`src/rtl/ps2_pkg.sv`:
```
// rtl/ps2_pkg.sv - shared constants, FSM encoding and parity helper for the PS/2 key event receiver
package ps2_pkg;

  localparam logic [7:0] PS2_EXTENDED = 8'hE0;
  localparam logic [7:0] PS2_RELEASED = 8'hF0;
  localparam logic [7:0] PS2_BAT_OK   = 8'hAA;
  localparam logic [7:0] PS2_BAT_ERR  = 8'hFC;

  localparam int EVT_W = 10;

  typedef enum logic [2:0] {
    ST_IDLE   = 3'd0,
    ST_DATA   = 3'd1,
    ST_PARITY = 3'd2,
    ST_STOP   = 3'd3,
    ST_CHECK  = 3'd4
  } rx_state_e;

  function automatic logic odd_parity_ok(input logic [7:0] data, input logic par);
    return ^{data, par};
  endfunction

endpackage

```
`src/rtl/ps2_evt_fifo.sv`:
```
// rtl/ps2_evt_fifo.sv - first-word fall-through event FIFO with valid/ready pop and overflow pulse
module ps2_evt_fifo #(
  parameter int DEPTH = 8,
  parameter int WIDTH = 10
) (
  input  logic                     i_clk,
  input  logic                     i_rst_n,
  input  logic                     i_push,
  input  logic [WIDTH-1:0]         i_push_data,
  output logic                     o_valid,
  input  logic                     i_ready,
  output logic [WIDTH-1:0]         o_data,
  output logic [$clog2(DEPTH):0]   o_level,
  output logic                     o_overflow
);

  localparam int AW = $clog2(DEPTH);
  localparam logic [AW:0] LVL_FULL = (AW+1)'(DEPTH);

  logic [WIDTH-1:0] r_mem [DEPTH];
  logic [AW-1:0]    r_wr_ptr;
  logic [AW-1:0]    r_rd_ptr;
  logic [AW:0]      r_level;
  logic             r_overflow;
  logic             w_valid;
  logic             w_pop;
  logic             w_wr;

  assign w_valid = (r_level != '0);
  assign w_pop   = w_valid & i_ready;
  // A full FIFO still accepts a push when the head leaves in the same cycle
  assign w_wr    = i_push & ((r_level != LVL_FULL) | w_pop);

  always_ff @(posedge i_clk) begin
    if (w_wr) r_mem[r_wr_ptr] <= i_push_data;
  end

  always_ff @(posedge i_clk) begin
    if (!i_rst_n) begin
      r_wr_ptr   <= '0;
      r_rd_ptr   <= '0;
      r_level    <= '0;
      r_overflow <= 1'b0;
    end else begin
      r_overflow <= i_push & ~w_wr;
      if (w_wr)  r_wr_ptr <= r_wr_ptr + AW'(1);
      if (w_pop) r_rd_ptr <= r_rd_ptr + AW'(1);
      case ({w_wr, w_pop})
        2'b10:   r_level <= r_level + (AW+1)'(1);
        2'b01:   r_level <= r_level - (AW+1)'(1);
        default: r_level <= r_level;
      endcase
    end
  end

  assign o_valid    = w_valid;
  assign o_data     = w_valid ? r_mem[r_rd_ptr] : '0;
  assign o_level    = r_level;
  assign o_overflow = r_overflow;

endmodule

```
`src/rtl/ps2_key_event_rx.sv`:
```
// rtl/ps2_key_event_rx.sv - PS/2 clock filter, 11-bit deframer and E0/F0 prefix folding into key events
module ps2_key_event_rx
  import ps2_pkg::*;
#(
  parameter int FILT_LEN    = 8,
  parameter int TIMEOUT_CYC = 4000,
  parameter int FIFO_DEPTH  = 8,
  parameter bit PASS_PREFIX = 1'b0
) (
  input  logic                          i_clk,
  input  logic                          i_rst_n,
  input  logic                          i_ps2_clk,
  input  logic                          i_ps2_data,
  output logic                          o_evt_valid,
  input  logic                          i_evt_ready,
  output logic [7:0]                    o_evt_code,
  output logic                          o_evt_ext,
  output logic                          o_evt_brk,
  output logic [$clog2(FIFO_DEPTH):0]   o_fifo_level,
  output logic                          o_parity_err,
  output logic                          o_frame_err,
  output logic                          o_overflow
);

  localparam int FW = (FILT_LEN > 2) ? $clog2(FILT_LEN) : 1;
  localparam int TW = $clog2(TIMEOUT_CYC + 1);

  logic [1:0]       r_clk_sync;
  logic [1:0]       r_dat_sync;
  logic             r_filt_clk;
  logic [FW-1:0]    r_filt_cnt;
  logic             r_strobe;

  rx_state_e        r_state;
  logic [7:0]       r_shift;
  logic [2:0]       r_bit_cnt;
  logic             r_par_bit;
  logic             r_stop_bit;
  logic [TW-1:0]    r_to_cnt;
  logic             r_ext_f;
  logic             r_brk_f;
  logic             r_push;
  logic [EVT_W-1:0] r_push_data;
  logic             r_parity_err;
  logic             r_frame_err;

  logic             w_timeout;
  logic             w_bit;
  logic [EVT_W-1:0] w_head;

  // The filtered clock flips only after FILT_LEN consecutive samples disagreeing with it
  always_ff @(posedge i_clk) begin
    if (!i_rst_n) begin
      r_clk_sync <= 2'b11;
      r_dat_sync <= 2'b11;
      r_filt_clk <= 1'b1;
      r_filt_cnt <= '0;
      r_strobe   <= 1'b0;
    end else begin
      r_clk_sync <= {r_clk_sync[0], i_ps2_clk};
      r_dat_sync <= {r_dat_sync[0], i_ps2_data};
      r_strobe   <= 1'b0;
      if (r_clk_sync[1] == r_filt_clk) begin
        r_filt_cnt <= '0;
      end else if (r_filt_cnt == FW'(FILT_LEN - 1)) begin
        r_filt_clk <= r_clk_sync[1];
        r_filt_cnt <= '0;
        r_strobe   <= r_filt_clk;
      end else begin
        r_filt_cnt <= r_filt_cnt + FW'(1);
      end
    end
  end

  assign w_bit     = r_dat_sync[1];
  assign w_timeout = (r_to_cnt == TW'(TIMEOUT_CYC)) &&
                     (r_state inside {ST_DATA, ST_PARITY, ST_STOP});

  always_ff @(posedge i_clk) begin
    if (!i_rst_n) begin
      r_state      <= ST_IDLE;
      r_shift      <= '0;
      r_bit_cnt    <= '0;
      r_par_bit    <= 1'b0;
      r_stop_bit   <= 1'b0;
      r_to_cnt     <= '0;
      r_ext_f      <= 1'b0;
      r_brk_f      <= 1'b0;
      r_push       <= 1'b0;
      r_push_data  <= '0;
      r_parity_err <= 1'b0;
      r_frame_err  <= 1'b0;
    end else begin
      r_push       <= 1'b0;
      r_parity_err <= 1'b0;
      r_frame_err  <= 1'b0;
      if (r_state == ST_IDLE || r_strobe) r_to_cnt <= '0;
      else                                r_to_cnt <= r_to_cnt + TW'(1);

      if (w_timeout) begin
        r_state     <= ST_IDLE;
        r_frame_err <= 1'b1;
        r_ext_f     <= 1'b0;
        r_brk_f     <= 1'b0;
      end else begin
        case (r_state)
          ST_IDLE: begin
            if (r_strobe && !w_bit) begin
              r_state   <= ST_DATA;
              r_bit_cnt <= '0;
            end
          end
          ST_DATA: begin
            if (r_strobe) begin
              r_shift   <= {w_bit, r_shift[7:1]};
              r_bit_cnt <= r_bit_cnt + 3'd1;
              if (r_bit_cnt == 3'd7) r_state <= ST_PARITY;
            end
          end
          ST_PARITY: begin
            if (r_strobe) begin
              r_par_bit <= w_bit;
              r_state   <= ST_STOP;
            end
          end
          ST_STOP: begin
            if (r_strobe) begin
              r_stop_bit <= w_bit;
              r_state    <= ST_CHECK;
            end
          end
          ST_CHECK: begin
            r_state <= ST_IDLE;
            if (!r_stop_bit) begin
              r_frame_err <= 1'b1;
              r_ext_f     <= 1'b0;
              r_brk_f     <= 1'b0;
            end else if (!odd_parity_ok(r_shift, r_par_bit)) begin
              r_parity_err <= 1'b1;
              r_ext_f      <= 1'b0;
              r_brk_f      <= 1'b0;
            end else if (r_shift == PS2_EXTENDED || r_shift == PS2_RELEASED) begin
              if (r_shift == PS2_EXTENDED) r_ext_f <= 1'b1;
              else                         r_brk_f <= 1'b1;
              if (PASS_PREFIX) begin
                r_push      <= 1'b1;
                r_push_data <= {r_shift, 2'b00};
              end
            end else begin
              r_push      <= 1'b1;
              r_push_data <= {r_shift, r_ext_f, r_brk_f};
              r_ext_f     <= 1'b0;
              r_brk_f     <= 1'b0;
            end
          end
          default: r_state <= ST_IDLE;
        endcase
      end
    end
  end

  ps2_evt_fifo #(
    .DEPTH (FIFO_DEPTH),
    .WIDTH (EVT_W)
  ) u_fifo (
    .i_clk       (i_clk),
    .i_rst_n     (i_rst_n),
    .i_push      (r_push),
    .i_push_data (r_push_data),
    .o_valid     (o_evt_valid),
    .i_ready     (i_evt_ready),
    .o_data      (w_head),
    .o_level     (o_fifo_level),
    .o_overflow  (o_overflow)
  );

  assign o_evt_code   = w_head[9:2];
  assign o_evt_ext    = w_head[1];
  assign o_evt_brk    = w_head[0];
  assign o_parity_err = r_parity_err;
  assign o_frame_err  = r_frame_err;

endmodule
```
`config.mk`:
```
export PLATFORM = sky130hd
export DESIGN_NAME = ps2_key_event_rx
export DESIGN_NICKNAME = d
export VERILOG_FILES = /design/src/rtl/ps2_pkg.sv /design/src/rtl/ps2_evt_fifo.sv /design/src/rtl/ps2_key_event_rx.sv
export SDC_FILE = /design/constraint.sdc
export NUM_CORES = 1
export LEC_CHECK = 0
export CAP_MARGIN = 40
export CORE_UTILIZATION = 33
export DETAILED_ROUTE_END_ITERATION = 10
export GPL_ROUTABILITY_DRIVEN = 0
export MAX_ROUTING_LAYER = met4
export PLACE_DENSITY = 0.44
export RECOVER_POWER = 50
export SLEW_MARGIN = 25
export SYNTH_ARGS = -nofsm -noshare
export SYNTH_HDL_FRONTEND = slang
export SYNTH_SLANG_ARGS = --single-unit
```
`constraint.sdc`:
```
create_clock -name i_clk -period 7.48 [get_ports i_clk]
set_input_delay 1.496 -clock i_clk [delete_from_list [all_inputs] [get_ports i_clk]]
set_output_delay 1.496 -clock i_clk [all_outputs]
set_load 0.02 [all_outputs]
```
* Word level (Yosys, flattened, before mapping) *
Memories as Yosys holds them, arrays and structs flattened. A register that Yosys moved wholly into a read port is not among the register bits.
Index checks and enable logic that the tools add are counted.

word-level totals
  register bits = 63
  bits in writable memories = 80
  logic and storage cells = 116
  memories kept = 1

cells by class
  add/sub/neg operators = 7
  eq/ne operators = 20
  multiplexer cells = 28
  bitwise gates (word level) = 13
  reduce and logical (&&, ||, !) cells = 26

memory list
  name          words  width  read ports  clocked after Yosys merged registers in  wr ports  line                source
  u_fifo.r_mem  8      10     1           1                                        1         ps2_evt_fifo.sv:20  logic [WIDTH-1:0] r_mem [DEPTH];

operators by type and width
  operator               number
  $mux 3                 9
  $eq 8x8->1 const B     2
  $mux 1                 15
  $add 12x1->12 const B  1
  $add 3x1->3 const B    4
  $eq 12x12->1 const B   1
  $ne 4x4->1 const B     3
  $pmux 3 s4             1
  $mux 10                1
  $reduce_and 5->1       2
  $eq 3x3->1 const B     3
  $not 1->1              9
  $reduce_and 3->1       3
  $reduce_xor 9->1       1
  $pmux 4 s2             1
  $eq 3x2->1 const B     2
  $ne 2x2->1 const B     3
  $pmux 3 s2             1
  $reduce_and 2->1       3
  $reduce_or 3->1        2
  $reduce_or 5->1        1
  $add 4x1->4 const B    1
  $ne 2x1->1 const B     2
  $reduce_and 4->1       1
  other kinds (16)       22

* Depth between registers and ports, before layout *
Gate-level depths: netlist of run 1.

  word-level depth = 6
  mapped depth = 12
  gate-level depth less buffers = 11

* Cells and area by module *
From an unflattened synthesis of run 1, not the netlist that was laid out.

unflattened totals
  cell total of the unflattened synthesis = 461
  area total of the unflattened synthesis = 6083.3 sq um

by module, submodules not included
  module            instances  cells an instance  area each (sq um)  seq. area each (sq um)
  ps2_evt_fifo      1          215                3794.9             2682.6
  ps2_key_event_rx  1          246                2288.4             1041.0

* Least setup slack after synthesis of run 1 *
No wires, ideal clock.

  path type = input -> register
  start = input i_evt_ready
  end = register u_fifo.r_level[2], in the netlist u_fifo.o_level[2]
  library setup time = 0.070 ns
  arrival time = 3.313 ns
  slack = 4.098 ns
  stages = 9
  path through = nand2b_1 -> o21ai_0 -> ha_1 -> xor2_1 -> ha_1 -> a21oi_1 -> xor2_1 -> or3_1 -> a21oi_1

between the ends
  longest elaborated chain between the ends = 5

RTL lines
  item                                                    line                    source
  start: declaration                                      ps2_key_event_rx.sv:15  input logic i_evt_ready,
  $and 1x1->1 (*)                                         ps2_evt_fifo.sv:30      assign w_pop = w_valid & i_ready;
  $or 1x1->1                                              ps2_evt_fifo.sv:32      assign w_wr = i_push & ((r_level != LVL_FULL) | w_pop);
  $and 1x1->1                                             ps2_evt_fifo.sv:32
  $eq 2x1->1 / $eq 2x2->1 (equally long branches)         ps2_evt_fifo.sv:48      case ({w_wr, w_pop})
  $pmux 4 s2 / $reduce_bool 2->1 (equally long branches)  --
  end signal: assignment                                  ps2_evt_fifo.sv:49      2'b10: r_level <= r_level + (AW+1)'(1);
  end signal: assignment                                  ps2_evt_fifo.sv:50      2'b01: r_level <= r_level - (AW+1)'(1);
  end signal: assignment                                  ps2_evt_fifo.sv:51      default: r_level <= r_level;
  end: declaration                                        ps2_evt_fifo.sv:23      logic [AW:0] r_level;

Mark *: on every way between the ends. The rest lies on a longest branch, timed or not.
A chain may end at the register's enable or synchronous reset.

* Worst setup path after layout of run 1 *
  start = input i_rst_n
  end = register r_to_cnt[5]

between the ends
  longest elaborated chain between the ends = 2

RTL lines
  item                              line                    source
  start: declaration                ps2_key_event_rx.sv:11  input logic i_rst_n,
  $not 1->1 (no source line)        --
  $reduce_or 2->1 (no source line)  --
  end signal: assignment            ps2_key_event_rx.sv:98  else r_to_cnt <= r_to_cnt + TW'(1);
  end: declaration                  ps2_key_event_rx.sv:39  logic [TW-1:0] r_to_cnt;

No other way between the ends.

==> out/metrics.cfg, run 1 <==
[run_status]
status=finished with violations
violations=max-capacitance violations, max-slew violations

[routing]
route.detailed.drc=0
dr.pass1.iters=4
drt-total-wl_mm=11.74
vias=3497
ant_nets=0
drtIter0Drc=212
via_per_inst=4.857
wl_per_cell_um=16.31

[setup_path]
worstPathRequired_ns=7.82
end_kind=flip-flop
crit_start=i_rst_n
crit_arrival_ns=4.89
r2r_start=u_fifo.o_level[1]
critPathLaunchType=primary input
reg2reg_slack_ns=4.59
r2r_cells=11
critPathKind=primary input to flip-flop
r2r_end=u_fifo.o_level[2]
cp_max_fo=35

[yosys]
yosysMostFrequentCell=edfxtp_1
yosys_warnings=0
yosysTopAreaCell=edfxtp_1
synth_edf_count=80
synth_area_mm2=0.005984
synthCells=449
synth_ff_type=edfxtp_1
synth_top_area_frac=0.4014
ys_ff_latch=146
syn_nets=465
ys_seq_area_frac=0.6222
ys_types=48
synth.top_cells.by_count=edfxtp_1 (80), dfxtp_1 (66), nor2_1 (38)
async_flop_share=0
avgSynthCellArea_um2=13.33
ys_top_cells_by_area=edfxtp_1 (40%), dfxtp_1 (22%), mux4_2 (7.5%), mux2i_1 (4.7%), nor2_1 (2.4%)

[floorplan]
die_w_um=136.7
core_area_mm2=0.01748
initial_core_util=0.3424
die_h_um=136.7
die_area_mm2=0.01868
io_pins=23
rows=48

[sta]
hold_viol=0
worst_slack_ns=2.928
fmax_ghz=0.2197
final_max_slew_viol_count=36
worstMarginPinSlew_ns=1.567
finalSetupTns_ns=0
fin_crit_ns=4.552
holdWs_ns=0.4094
finalCritPeriodShare=0.6085
setup_violations=0
slew_headroom=-0.04499
skew_ns=0.006939
grt_setup_unrepaired=no

[power_and_ir_drop]
leakage_nw=2.435
p_per_area_mw_per_mm2=234.8
ir_drop_v=0.0001526

[placement]
placedCellCount=688
hpwl_mm=7.787
pre_cts_ws_ns=3.400
numPortBuffers=22

[clocking]
worstSkewPairLatency_ns=0.41
clock_sinks=146
clock_path_buffers=2
cts_hold_buf=0
clockRootBuffer=clkbuf_16
postCtsSetupBuffers=0
cts_tree=done
clk_pin_slew_worst_paths_ns=0.06
htree_levels=4
cts_made_buffers=17
post_cts_resize_count=0

[hold_path]
hold_path_class=flip-flop to flip-flop
hold_path_end=r_dat_sync[1]
hp-start=r_dat_sync[0]
min_path_cells=1

[global_routing]
grt_max_degree=36
gr-usage-all-layers=0.1444
antenna_found_initial=0
grt_pass1_wl_mm=19.13
grt.overflow.total=0
first_global_vias=3525

[layout]
drive_above_1_share=0.1434
syn2layout_area_growth_pct=17.69
num_antenna_cells=0
final_util=0.4030
nets=498
stdcell_count=720

[flow_run]
cap_violations=1

[layout by cell type (no fill, tap or decap), drive strengths merged, types with 4 or more instances in the layout]
master         synthesis  layout
o21ai                 18      18
clkbuf                10      18
clkinvlp               0       5
nor3b                  4       4
mux4                  20      20
nand2                 35      35
ha                    11      11
nand2b                 9       9
nand4                  4       4
edfxtp                80      80
buf                   10      11
nand3                 14      14
nor2                  38      38
mux2i                 28      28
clkinv                 0       7
a21oi                 23      23
clkdlybuf4s50          0      21
xor2                   8       8
inv                   11      12
nor3                  11      11
dfxtp                 66      66
xnor2                 10      10
or3                    7       7
[logic make-up after synthesis]
| kind of cell | Yosys count | synth area share |
|---|---|---|
| AOI/OAI and AO/OA | 53 | 0.05750 |
| xor gates and xnor gates | 20 | 0.03387 |
| adders and majority gates | 11 | 0.02300 |
| buffers and inverters | 31 | 0.02300 |
| DFF | 146 | 0.6222 |
| muxes | 48 | 0.1221 |
| and+or+nand+nor | 140 | 0.1183 |
[critical path: stages]
cell           delay [ns]
dlygate4sd3_1        0.53
clkbuf_1             1.13
inv_1                0.92
a211o_1              0.63
a21oi_1              0.17
[registers in the layout, summed over array words and instances (netlist names), named ones only]
| register | cells |
|---|---|
| r_filt_clk | 1 |
| r_bit_cnt | 3 |
| r_stop_bit | 1 |
| r_clk_sync | 2 |
| o_parity_err | 1 |
| r_to_cnt | 12 |
| u_fifo.o_level | 4 |
| r_ext_f | 1 |
| r_dat_sync | 2 |
| r_state | 3 |
| r_push_data | 10 |
| r_push | 1 |
| o_frame_err | 1 |
| u_fifo.r_wr_ptr | 3 |
| u_fifo.r_mem | 80 |
| u_fifo.r_rd_ptr | 3 |
| r_strobe | 1 |
| u_fifo.o_overflow | 1 |
| r_filt_cnt | 3 |
| r_brk_f | 1 |
| r_shift | 8 |
| r_par_bit | 1 |
[through the flow]
stage | power [mW] | cell area, µm²
after floorplan | 0.8625 | 5984
after global placement | 0.8672 | 6435
after detailed placement | 0.8674 | 6490
after CTS | 1.680 | 7058
after global routing | 1.714 | 7043
final | 1.654 | 7043
[layout make-up]
type | instances | area, µm²
fillers | 1644 | 10430
flip-flops and latches | 146 | 3724
multi-input cells | 272 | 2117
clock buffers | 17 | 425.4
repair buffers | 34 | 311.5
well taps | 225 | 281.5
clock inverters | 15 | 142.6
inverters | 11 | 41.29
[power by group]
group / internal, mW / total, mW / switching (mW)
combinational: 0.00323 / 0.0107 / 0.00748
clock: 0.486 / 0.804 / 0.318
sequential: 0.838 / 0.839 / 0.000586
[layer usage]
layer  GRT usage  wire, µm  share of wire
met1      0.1772      5581           0.48
met2      0.2279      5871           0.50
met3     0.03370       184          0.016
met4     0.06173       106         0.0090
met5           -         0              0
[worst max path at each step]
| stage | slack, ns | cells after the start | to |
|---|---|---|---|
| finish | 2.93 | 5 | r_to_cnt[5] |
| CTS | 3.44 | 5 | o_evt_code[2] |
| global route | 2.55 | 5 | r_to_cnt[7] |
| floorplan | 4.10 | 9 | u_fifo.o_level[2] |
| global placement | 3.46 | 10 | u_fifo.o_level[2] |
| detailed placement | 3.40 | 10 | u_fifo.o_level[2] |
Note: power is estimated with default switching activity, not from simulation.
==> run 2, diff against run 1 <==
Settings changed: PLACE_DENSITY 0.44 to 0.46.
Clock period 7.48 ns to 4.1 ns, I/O delays scaled along.
==> run 2 against run 1 <==
- clock power rose by 84%
- final area increased by 0.20%
- final cell count grew 0.42%
- sequential power is 82% higher
- the run now ends clean
- hold slack improved by 0.0022 ns
- critical path type is now flip-flop to output port
- sequential cell count did not move
- worst setup slack worse by 2.1 ns
- largest power group unchanged
- global-route usage is 0.52 points lower
- critical endpoint is now o_evt_ext
==> out/metrics.cfg, run 2 (synthesis results as in run 1) <==
[run_status]
status=complete, no violations  ; was finished with violations

[layout]
multiInputGateArea_mm2=0.002123  ; was 0.002117 mm²
stdcell_area_mm2=0.007057  ; was 0.007043 mm²
fill_cells=1644  ; unchanged
num_antenna_cells=0  ; unchanged
mostFrequentLayoutCell=edfxtp_1  ; unchanged
largest_reg_flops=80  ; unchanged
syn2layout_area_growth_pct=17.92  ; was 17.69%
register_area_mm2=0.003724  ; unchanged
nets=501  ; was 498
drive_above_1_share=0.1446  ; was 0.1434
final_util=0.4038  ; was 0.4030
mostFrequentLayoutCells=edfxtp_1 (80), dfxtp_1 (66), nor2_1 (38), nand2_1 (35), mux2i_1 (28)  ; was edfxtp_1 (80), dfxtp_1 (66), nor2_1 (36), nand2_1 (35), mux2i_1 (28)
reg.largest.list=u_fifo.r_mem: 80 flops, r_to_cnt: 12 flops, r_push_data: 10 flops  ; unchanged
regMostFlops=u_fifo.r_mem  ; unchanged
stdcell_count=723  ; was 720

[placement]
placedCellCount=690  ; was 688
numPortBuffers=22  ; unchanged
hpwl_mm=7.471  ; was 7.787 mm
place_area_mm2=0.006492  ; was 0.006490 mm²
pre_cts_ws_ns=0.6983  ; was 3.400 ns

[setup_path]
cp_max_fo=20  ; was 35
worstPathRequired_ns=3.28  ; was 7.82 ns
crit_arrival_ns=2.45  ; was 4.89 ns
r2r_start=u_fifo.o_level[1]  ; unchanged
end_kind=output port  ; was flip-flop
critPathKind=flip-flop to output port  ; was primary input to flip-flop
reg2reg_slack_ns=1.27  ; was 4.59 ns
r2r_cells=12  ; was 11
endpoint=o_evt_ext  ; was r_to_cnt[5]
critPathLaunchType=flip-flop  ; was primary input
r2r_end=u_fifo.o_level[2]  ; unchanged

[clocking]
postCtsSetupBuffers=0  ; unchanged
cts_hold_buf=0  ; unchanged
clockRootBuffer=clkbuf_16  ; unchanged
worstSkewPairLatency_ns=0.41  ; about the same
cts_tree=done  ; unchanged
cts_made_buffers=17  ; unchanged
clock_path_buffers=2  ; unchanged
clk_pin_slew_worst_paths_ns=0.06  ; about the same
htree_levels=4  ; unchanged
clock_sinks=146  ; unchanged
post_cts_resize_count=0  ; unchanged

[floorplan]
die_h_um=136.7  ; unchanged
initial_core_util=0.3424  ; unchanged
io_pins=23  ; unchanged
rows=48  ; unchanged
die_area_mm2=0.01868  ; unchanged
core_area_mm2=0.01748  ; unchanged
die_w_um=136.7  ; unchanged

[routing]
ant_nets=0  ; unchanged
vias=3540  ; was 3497
wl_per_cell_um=15.54  ; was 16.31 µm
dr.pass1.iters=4  ; unchanged
route.detailed.drc=0  ; unchanged
drtIter0Drc=207  ; was 212
drt-total-wl_mm=11.23  ; was 11.74 mm
via_per_inst=4.896  ; was 4.857

[sta]
fin_crit_ns=3.272
worstMarginPinSlew_ns=1.136  ; was 1.567 ns
fmax_ghz=0.3056
setup_violations=0  ; unchanged
holdWs_ns=0.4117  ; was 0.4094 ns
hold_viol=0  ; unchanged
skew_ns=0.006681  ; was 0.006939 ns
grt_setup_unrepaired=no  ; unchanged
slew_headroom=0.2427  ; was -0.04499
finalSetupTns_ns=0  ; unchanged
worst_slack_ns=0.8281  ; was 2.928 ns
final_max_slew_viol_count=0  ; was 36
finalCritPeriodShare=0.7980

[global_routing]
grt_pass1_wl_mm=18.79  ; was 19.13 mm
first_global_vias=3502  ; was 3525
antenna_found_initial=0  ; unchanged
gr-usage-all-layers=0.1393  ; was 0.1444
grt.overflow.total=0  ; unchanged
grt_max_degree=27  ; was 36

[flow_run]
cap_violations=0  ; was 1

[hold_path]
hold_path_class=flip-flop to flip-flop  ; unchanged

[power_and_ir_drop]
leakage_nw=2.441  ; was 2.435 nW
power_mw=3.028  ; was 1.654 mW
ir_drop_v=0.0002962  ; was 0.0001526 V
p_per_area_mw_per_mm2=429.1  ; was 234.8 mW/mm²

[run 2: power breakdown]
part           internal (mW)  leakage, nW  switching, mW
Sequential              1.53         1.46        0.00103
Clock                  0.894        0.265          0.586
Combinational        0.00561        0.713         0.0131
[run 2: final cells by class]
cell class / count / share of cell area
multi-input combinational: 272 / 0.3009
clock buffer: 19 / 0.06135
tap: 225 / 0.03989
inverter: 11 / 0.005851
sequential: 146 / 0.5277
clock inverter: 13 / 0.01950
timing repair buffer: 37 / 0.04486
[run 2: critical path: stages (launching register included)]
cell	delay, ns
dfxtp_1	0.31
buf_4	0.37
mux4_2	0.59
mux2i_1	0.15
nor2_1	0.07
clkdlybuf4s50_1	0.53
[run 2: how the worst min path moves through the flow]
stage                        from             to  slack [ns]  depth (start not counted)
floorplan           r_clk_sync[0]  r_clk_sync[1]        0.39                          1
global placement    r_dat_sync[0]  r_dat_sync[1]        0.40                          1
detailed placement  r_dat_sync[0]  r_dat_sync[1]        0.40                          1
CTS                 r_dat_sync[0]  r_dat_sync[1]        0.42                          1
global route        r_dat_sync[0]  r_dat_sync[1]        0.43                          1
finish              r_dat_sync[0]  r_dat_sync[1]        0.41                          1
[run 2: routing by layer]
metal,share of wire,wire [µm],track usage
met3,0.021,239,0.03222
met1,0.49,5495,0.1763
met4,0.015,165,0.06173
met5,0,0,-
met2,0.47,5333,0.2124
==> run 3, diff against run 2 <==
Clock period 4.1 ns to 2.85 ns, I/O delays scaled along.
==> run 3 against run 2 <==
- first-iteration DRC count decreased by 11%
- critical path depth unchanged
- clock skew hardly changed
- global-route usage grew 0.44 points
- sequential power grew 44%
- non-clock buffer count increased by 6
- routed wire length is 4.6% higher
==> out/metrics.cfg, run 3 (synthesis results as in run 1) <==
[run_status]
status=complete, no violations  ; unchanged

[power_and_ir_drop]
leakage_nw=2.548  ; was 2.441 nW
clockPowerShare=0.498  ; was 0.488
p_per_area_mw_per_mm2=622.1  ; was 429.1 mW/mm²
p_sw_mw=0.9169  ; was 0.5997 mW
ir_drop_v=0.0004143  ; was 0.0002962 V
comb_power_share=0.006  ; about the same
power.internal_mw=3.521  ; was 2.428 mW
pwr-share-seq=0.496  ; was 0.505
power_mw=4.438  ; was 3.028 mW
swShare=0.2066  ; was 0.1981

[setup_path]
slowest_delay_ns=0.54  ; was 0.59 ns
reg2reg_slack_ns=0.23  ; was 1.27 ns
critPathLaunchType=flip-flop  ; unchanged
critPathKind=flip-flop to output port  ; unchanged
end_kind=output port  ; unchanged
crit_slowest_cell=mux4_2  ; unchanged
worstPathRequired_ns=2.28  ; was 3.28 ns
r2r_cells=11  ; was 12
crit_arrival_ns=2.10  ; was 2.45 ns
path_cells=buf_12 -> mux4_2 -> mux2i_1 -> nor2_1 -> dlygate4sd2_1  ; was buf_4 -> mux4_2 -> mux2i_1 -> nor2_1 -> clkdlybuf4s50_1
cp_max_fo=20  ; unchanged
r2r_start=u_fifo.o_level[1]  ; unchanged
r2r_end=u_fifo.o_level[2]  ; unchanged

[layout]
nets=507  ; was 501
largest_reg_flops=80  ; unchanged
mostFrequentLayoutCell=edfxtp_1  ; unchanged
syn2layout_area_growth_pct=19.19  ; was 17.92%
drive_above_1_share=0.1587  ; was 0.1446
num_antenna_cells=0  ; unchanged
mostFrequentLayoutCells=edfxtp_1 (80), dfxtp_1 (66), nor2_1 (37), nand2_1 (35), mux2i_1 (28)  ; was edfxtp_1 (80), dfxtp_1 (66), nor2_1 (38), nand2_1 (35), mux2i_1 (28)
stdcell_count=729  ; was 723
regMostFlops=u_fifo.r_mem  ; unchanged
reg.largest.list=u_fifo.r_mem: 80 flops, r_to_cnt: 12 flops, r_push_data: 10 flops  ; unchanged

[sta]
hold_viol=0  ; unchanged
worst_slack_ns=0.1826  ; was 0.8281 ns
finalSetupTns_ns=0  ; unchanged
worstMarginPinSlew_ns=0.9563  ; was 1.136 ns
finalCritPeriodShare=0.9359
slew_headroom=0.3618  ; was 0.2427
grt_setup_unrepaired=no  ; unchanged
setup_violations=0  ; unchanged
skew_ns=0.006383  ; was 0.006681 ns
fmax_ghz=0.3749
final_max_slew_viol_count=0  ; unchanged
holdWs_ns=0.4162  ; was 0.4117 ns
fin_crit_ns=2.667

[floorplan]
io_pins=23  ; unchanged
rows=48  ; unchanged
die_area_mm2=0.01868  ; unchanged
initial_core_util=0.3424  ; unchanged
core_area_mm2=0.01748  ; unchanged
die_h_um=136.7  ; unchanged
die_w_um=136.7  ; unchanged

[routing]
drt-total-wl_mm=11.75  ; was 11.23 mm
wl_per_cell_um=16.11  ; was 15.54 µm
m1WireLength_mm=5.531  ; was 5.495 mm
wl_met3_um=322  ; was 239 µm
drtIter0Drc=185  ; was 207
dr_wl_met2_mm=5.771  ; was 5.333 mm
vias=3533  ; was 3540
via_per_inst=4.846  ; was 4.896
dr.pass1.iters=4  ; unchanged
route.detailed.drc=0  ; unchanged
highest_layer=met4  ; unchanged
ant_nets=0  ; unchanged

[clocking]
cts_hold_buf=0  ; unchanged
post_cts_resize_count=12  ; was 0
htree_levels=4  ; unchanged
worstSkewPairLatency_ns=0.42  ; was 0.41 ns
postCtsSetupBuffers=0  ; unchanged
cts_made_buffers=17  ; unchanged
clock_path_buffers=2  ; unchanged
clock_sinks=146  ; unchanged
cts_tree=done  ; unchanged
clockRootBuffer=clkbuf_16  ; unchanged
clk_pin_slew_worst_paths_ns=0.06  ; about the same

[placement]
pre_cts_ws_ns=0.1211  ; was 0.6983 ns
placedCellCount=697  ; was 690
hpwl_mm=7.496  ; was 7.471 mm
numPortBuffers=22  ; unchanged

[global_routing]
antenna_found_initial=0  ; unchanged
gr-usage-all-layers=0.1437  ; was 0.1393
grt_pass1_wl_mm=19.06  ; was 18.79 mm
grt_max_degree=35  ; was 27
first_global_vias=3618  ; was 3502
grt.overflow.total=0  ; unchanged

[flow_run]
cap_violations=0  ; unchanged

[hold_path]
hp-start=r_dat_sync[0]  ; unchanged
min_path_cells=1  ; unchanged
hold_path_end=r_dat_sync[1]  ; unchanged
hold_path_class=flip-flop to flip-flop  ; unchanged

[run 3: changes by cell type in the layout (fill, tap and decap cells not counted), moves of 3 or more]
cell             previous run  this run
clkdlybuf4s50_1            20        10
clkinvlp_4                  4         1
buf_4                      10        15
clkbuf_16                  17        20
dlygate4sd2_1               0        10
inv_6                       1         6
[run 3: layout make-up]
type,count,area (µm²)
Fill cell,1654,10340
Clock inverter,10,82.58
Multi-Input combinational cell,272,2118
Inverter,11,41.29
Sequential cell,146,3724
Clock buffer,22,518.0
Timing Repair Buffer,43,367.9
Tap cell,225,281.5
[run 3: how the worst max path moves through the flow]
stage / start / to / slack (ns) / cells past startpoint
finish: flip-flop / o_evt_code[3] / 0.18 / 5
global route: u_fifo.o_level[1] / u_fifo.o_level[2] / 0.03 / 11
CTS: flip-flop / o_evt_ext / 0.14 / 5
detailed placement: i_evt_ready / u_fifo.o_level[2] / 0.12 / 10
global placement: i_evt_ready / u_fifo.o_level[2] / 0.15 / 10
floorplan: u_fifo.o_level[1] / u_fifo.o_level[2] / 0.17 / 12
[run 3: power by group through the flow]
| stage | combinational [mW] | clock (mW) | sequential (mW) |
|---|---|---|---|
| after global routing | 0.0315 | 2.37 | 2.20 |
| after global placement | 0.0294 | 0 | 2.25 |
| after CTS | 0.0293 | 2.27 | 2.20 |
| after floorplan | 0.0176 | 0 | 2.25 |
| final | 0.0281 | 2.21 | 2.20 |
| after detailed placement | 0.0293 | 0 | 2.25 |
[run 3: layer usage]
metal / vias to the layer above / GRT usage
li1: 1753 / -
met1: 1727 / 0.1716
met2: 42 / 0.2321
met3: 11 / 0.03815
met4: 0 / 0.05370
met5: - / -
[run 3: critical path, delay by kind of cell (launching register included)]
kind / cells / cell delay [ns]
simple gates: 1 / 0.07
flops: 1 / 0.35
mux: 2 / 0.71
buf+inv: 2 / 0.54
[run 3: stage by stage]
| step | instance area (µm²) | utilization |
|---|---|---|
| after global placement | 6553 | 0.3749 |
| final | 7133 | 0.4081 |
| after floorplan | 5984 | - |
| after global routing | 7133 | 0.4081 |
| after detailed placement | 6560 | 0.3754 |
| after CTS | 7154 | 0.4094 |
==> edit (flow settings as in run 2) <==
The parameter `TIMEOUT_CYC` goes from 4000 to 16000.
--- a/src/rtl/ps2_key_event_rx.sv
+++ b/src/rtl/ps2_key_event_rx.sv
@@ -4,5 +4,5 @@
 #(
   parameter int FILT_LEN    = 8,
-  parameter int TIMEOUT_CYC = 4000,
+  parameter int TIMEOUT_CYC = 16000,
   parameter int FIFO_DEPTH  = 8,
   parameter bit PASS_PREFIX = 1'b0
Check against the original RTL: no difference found for any inputs over 10 cycles, from zero or initial values and one cycle with i_rst_n low; that may be too few to reach the edited logic, so the function may still have changed.
==> edit against run 2 <==
- the run now ends with capacitance limit, slew limit left
- sequential share of layout area rose by 0.17 points
- design area is 0.74% higher
- worst setup slack better by 28 ps
- sequential cell count up 2
- core utilization is 0.80 points lower
- die area increased by 1.3%
- via count grew 1.3%
- non-clock buffer count is 1 lower
- first-iteration DRC count shrank 26%
- synthesized cell count grew 3.1%
- wire length grew 5.9%
- total power down 0.24%
- area after synthesis up 1.3%
- largest cell class unchanged
==> edit: results (changes against run 2) <==
cts:
  htreeDepth: 4  # unchanged
  cts_buffers: 17  # unchanged
job:
  drv_cap: 1  # was 0
synth:
  synth.net_count: 479  # was 465
  yosys_warnings: 0  # unchanged
  synth_compound_area_frac: 0.0588  # was 0.0575
  synth-edff-count: 80  # unchanged
  synthXorXnorAreaFrac: 0.0425  # was 0.0339
  ys_top_cells_by_area: "edfxtp_1, dfxtp_1, mux4_2"  # unchanged
  synth_top_family_by_area: "simple AND/OR/NAND/NOR gates"  # was multiplexers
  yosysSeqAreaShare: 0.621  # was 0.622
  synth-adder-area-share: 0.0227  # was 0.0230
  yosysUniqueCellTypes: 53  # was 48
  synthTopCellsByCount: "edfxtp_1, dfxtp_1, nor2_1, nand2_1, nand3_1"  # was edfxtp_1, dfxtp_1, nor2_1, nand2_1, mux2i_1
  synth.mux.area_fraction: 0.102  # was 0.122
sta:
  relSlewSlack: -0.221  # was 0.243
  fin_skew_ps: 10.8  # was 6.68 ps
  slew_viol_final: 34  # was 0
outcome:
  violations: "capacitance limit, slew limit"
  outcome: "complete, but fails checks"  # was completed
critical_path:
  r2r_cells: 10  # was 12
  critPathTopFamily: "buffers and inverters"  # unchanged
  rrSetupSlack_ps: 1500  # was 1270 ps
  worstPathArrival_ps: 2420  # was 2450 ps
  cpMaxStageDelayCell: "mux4_2"  # unchanged
grt:
  grt.met2_usage: 0.240  # was 0.212
  grt_pass1_vias: 3713  # was 3,502
  grt_use_total: 0.144  # was 0.139
  gr-usage-met1: 0.167  # was 0.176
  use_met3: 0.0316  # was 0.0322
  antenna_found_initial: 0  # unchanged
  grt_start_max_net_pins: 34  # was 27
  grt_pass1_wl_mm: 19.5  # was 18.8 mm
power_and_ir_drop:
  ir_drop_v: 0.000279  # was 0.000296 V
  cellLeakagePower_nw: 2.31  # was 2.44 nW
detailed_routing:
  vias: 3586  # was 3,540
  drt-initial-drc-count: 154  # was 207
  totalWireLength_mm: 11.9  # was 11.2 mm
cells_and_area:
  drive_gt1_frac: 0.160  # was 0.145
  fin_nets: 515  # was 501
  top_regs: "u_fifo.r_mem: 80 flops, r_to_cnt: 14 flops, r_push_data: 10 flops"  # was u_fifo.r_mem: 80 flops, r_to_cnt: 12 flops, r_push_data: 10 flops
worst_hold_path:
  worstHoldStart: "r_dat_sync[0]$_SDFF_PN1_"  # unchanged
placed_design:
  post_dp_cell_area_mm2: 0.00657  # was 0.00649 mm²
  post-dp-hpwl_mm: 7.75  # was 7.47 mm
edit: changes by cell type after synthesis, sizes merged, moves of 3 or more:
cell   before  now
xor2        8   14
nor2       38   48
nor3b       4    1
inv        11    7
mux2i      28   17
nand3      14   26
a211o       3    0
a21oi      23   32
nand2      35   30
edit: through the flow:
stage	setup WS, ps	hold WS [ps]	cells
floorplan	1500	386	463
CTS	773	407	740
detailed placement	823	393	708
global placement	878	396	708
finish	856	406	741
global route	679	434	741
edit: how the worst max path moves through the flow:
stage,from,endpoint,cells after the start
2_1_floorplan,i_evt_ready,u_fifo.o_level[2]$_SDFFE_PN0P_,10
3_3_place_gp,i_evt_ready,u_fifo.o_level[2]$_SDFFE_PN0P_,11
3_5_place_dp,i_evt_ready,u_fifo.o_level[2]$_SDFFE_PN0P_,11
4_1_cts,register,o_evt_code[2],5
5_1_grt,register,o_evt_code[2],5
6_report,register,o_evt_code[7],5
edit: area by class of cell:
type,count,area (µm²)
fillers,1698,10900
flip-flops and latches,148,3760
multi-input cells,288,2160
clock buffers,18,429
repair buffers,36,315
well taps,229,287
clock inverters,14,128
inverters,8,30.0
edit: power breakdown:
part	internal [mW]	switching [mW]
combinational	0.00625	0.0128
clock	0.838	0.615
sequential	1.55	0.00103
total	2.39	0.628
edit: metal layers:
metal	up-vias	wire length (µm)	share of wire
met3	12	319	0.027
met5	-	0	0
met1	1752	5490	0.46
li1	1772	-	-
met2	50	5910	0.50
met4	0	170	0.014
edit: cells by family (layout without fill, tap and decap cells):
| family | count (synthesis) | after routing |
|---|---|---|
| and+or+nand+nor | 154 | 154 |
| DFF | 148 | 148 |
| AOI/OAI and AO/OA | 60 | 60 |
| muxes | 37 | 37 |
| buffers and inverters | 27 | 76 |
| xor gates and xnor gates | 26 | 26 |
| adders and majority gates | 11 | 11 |
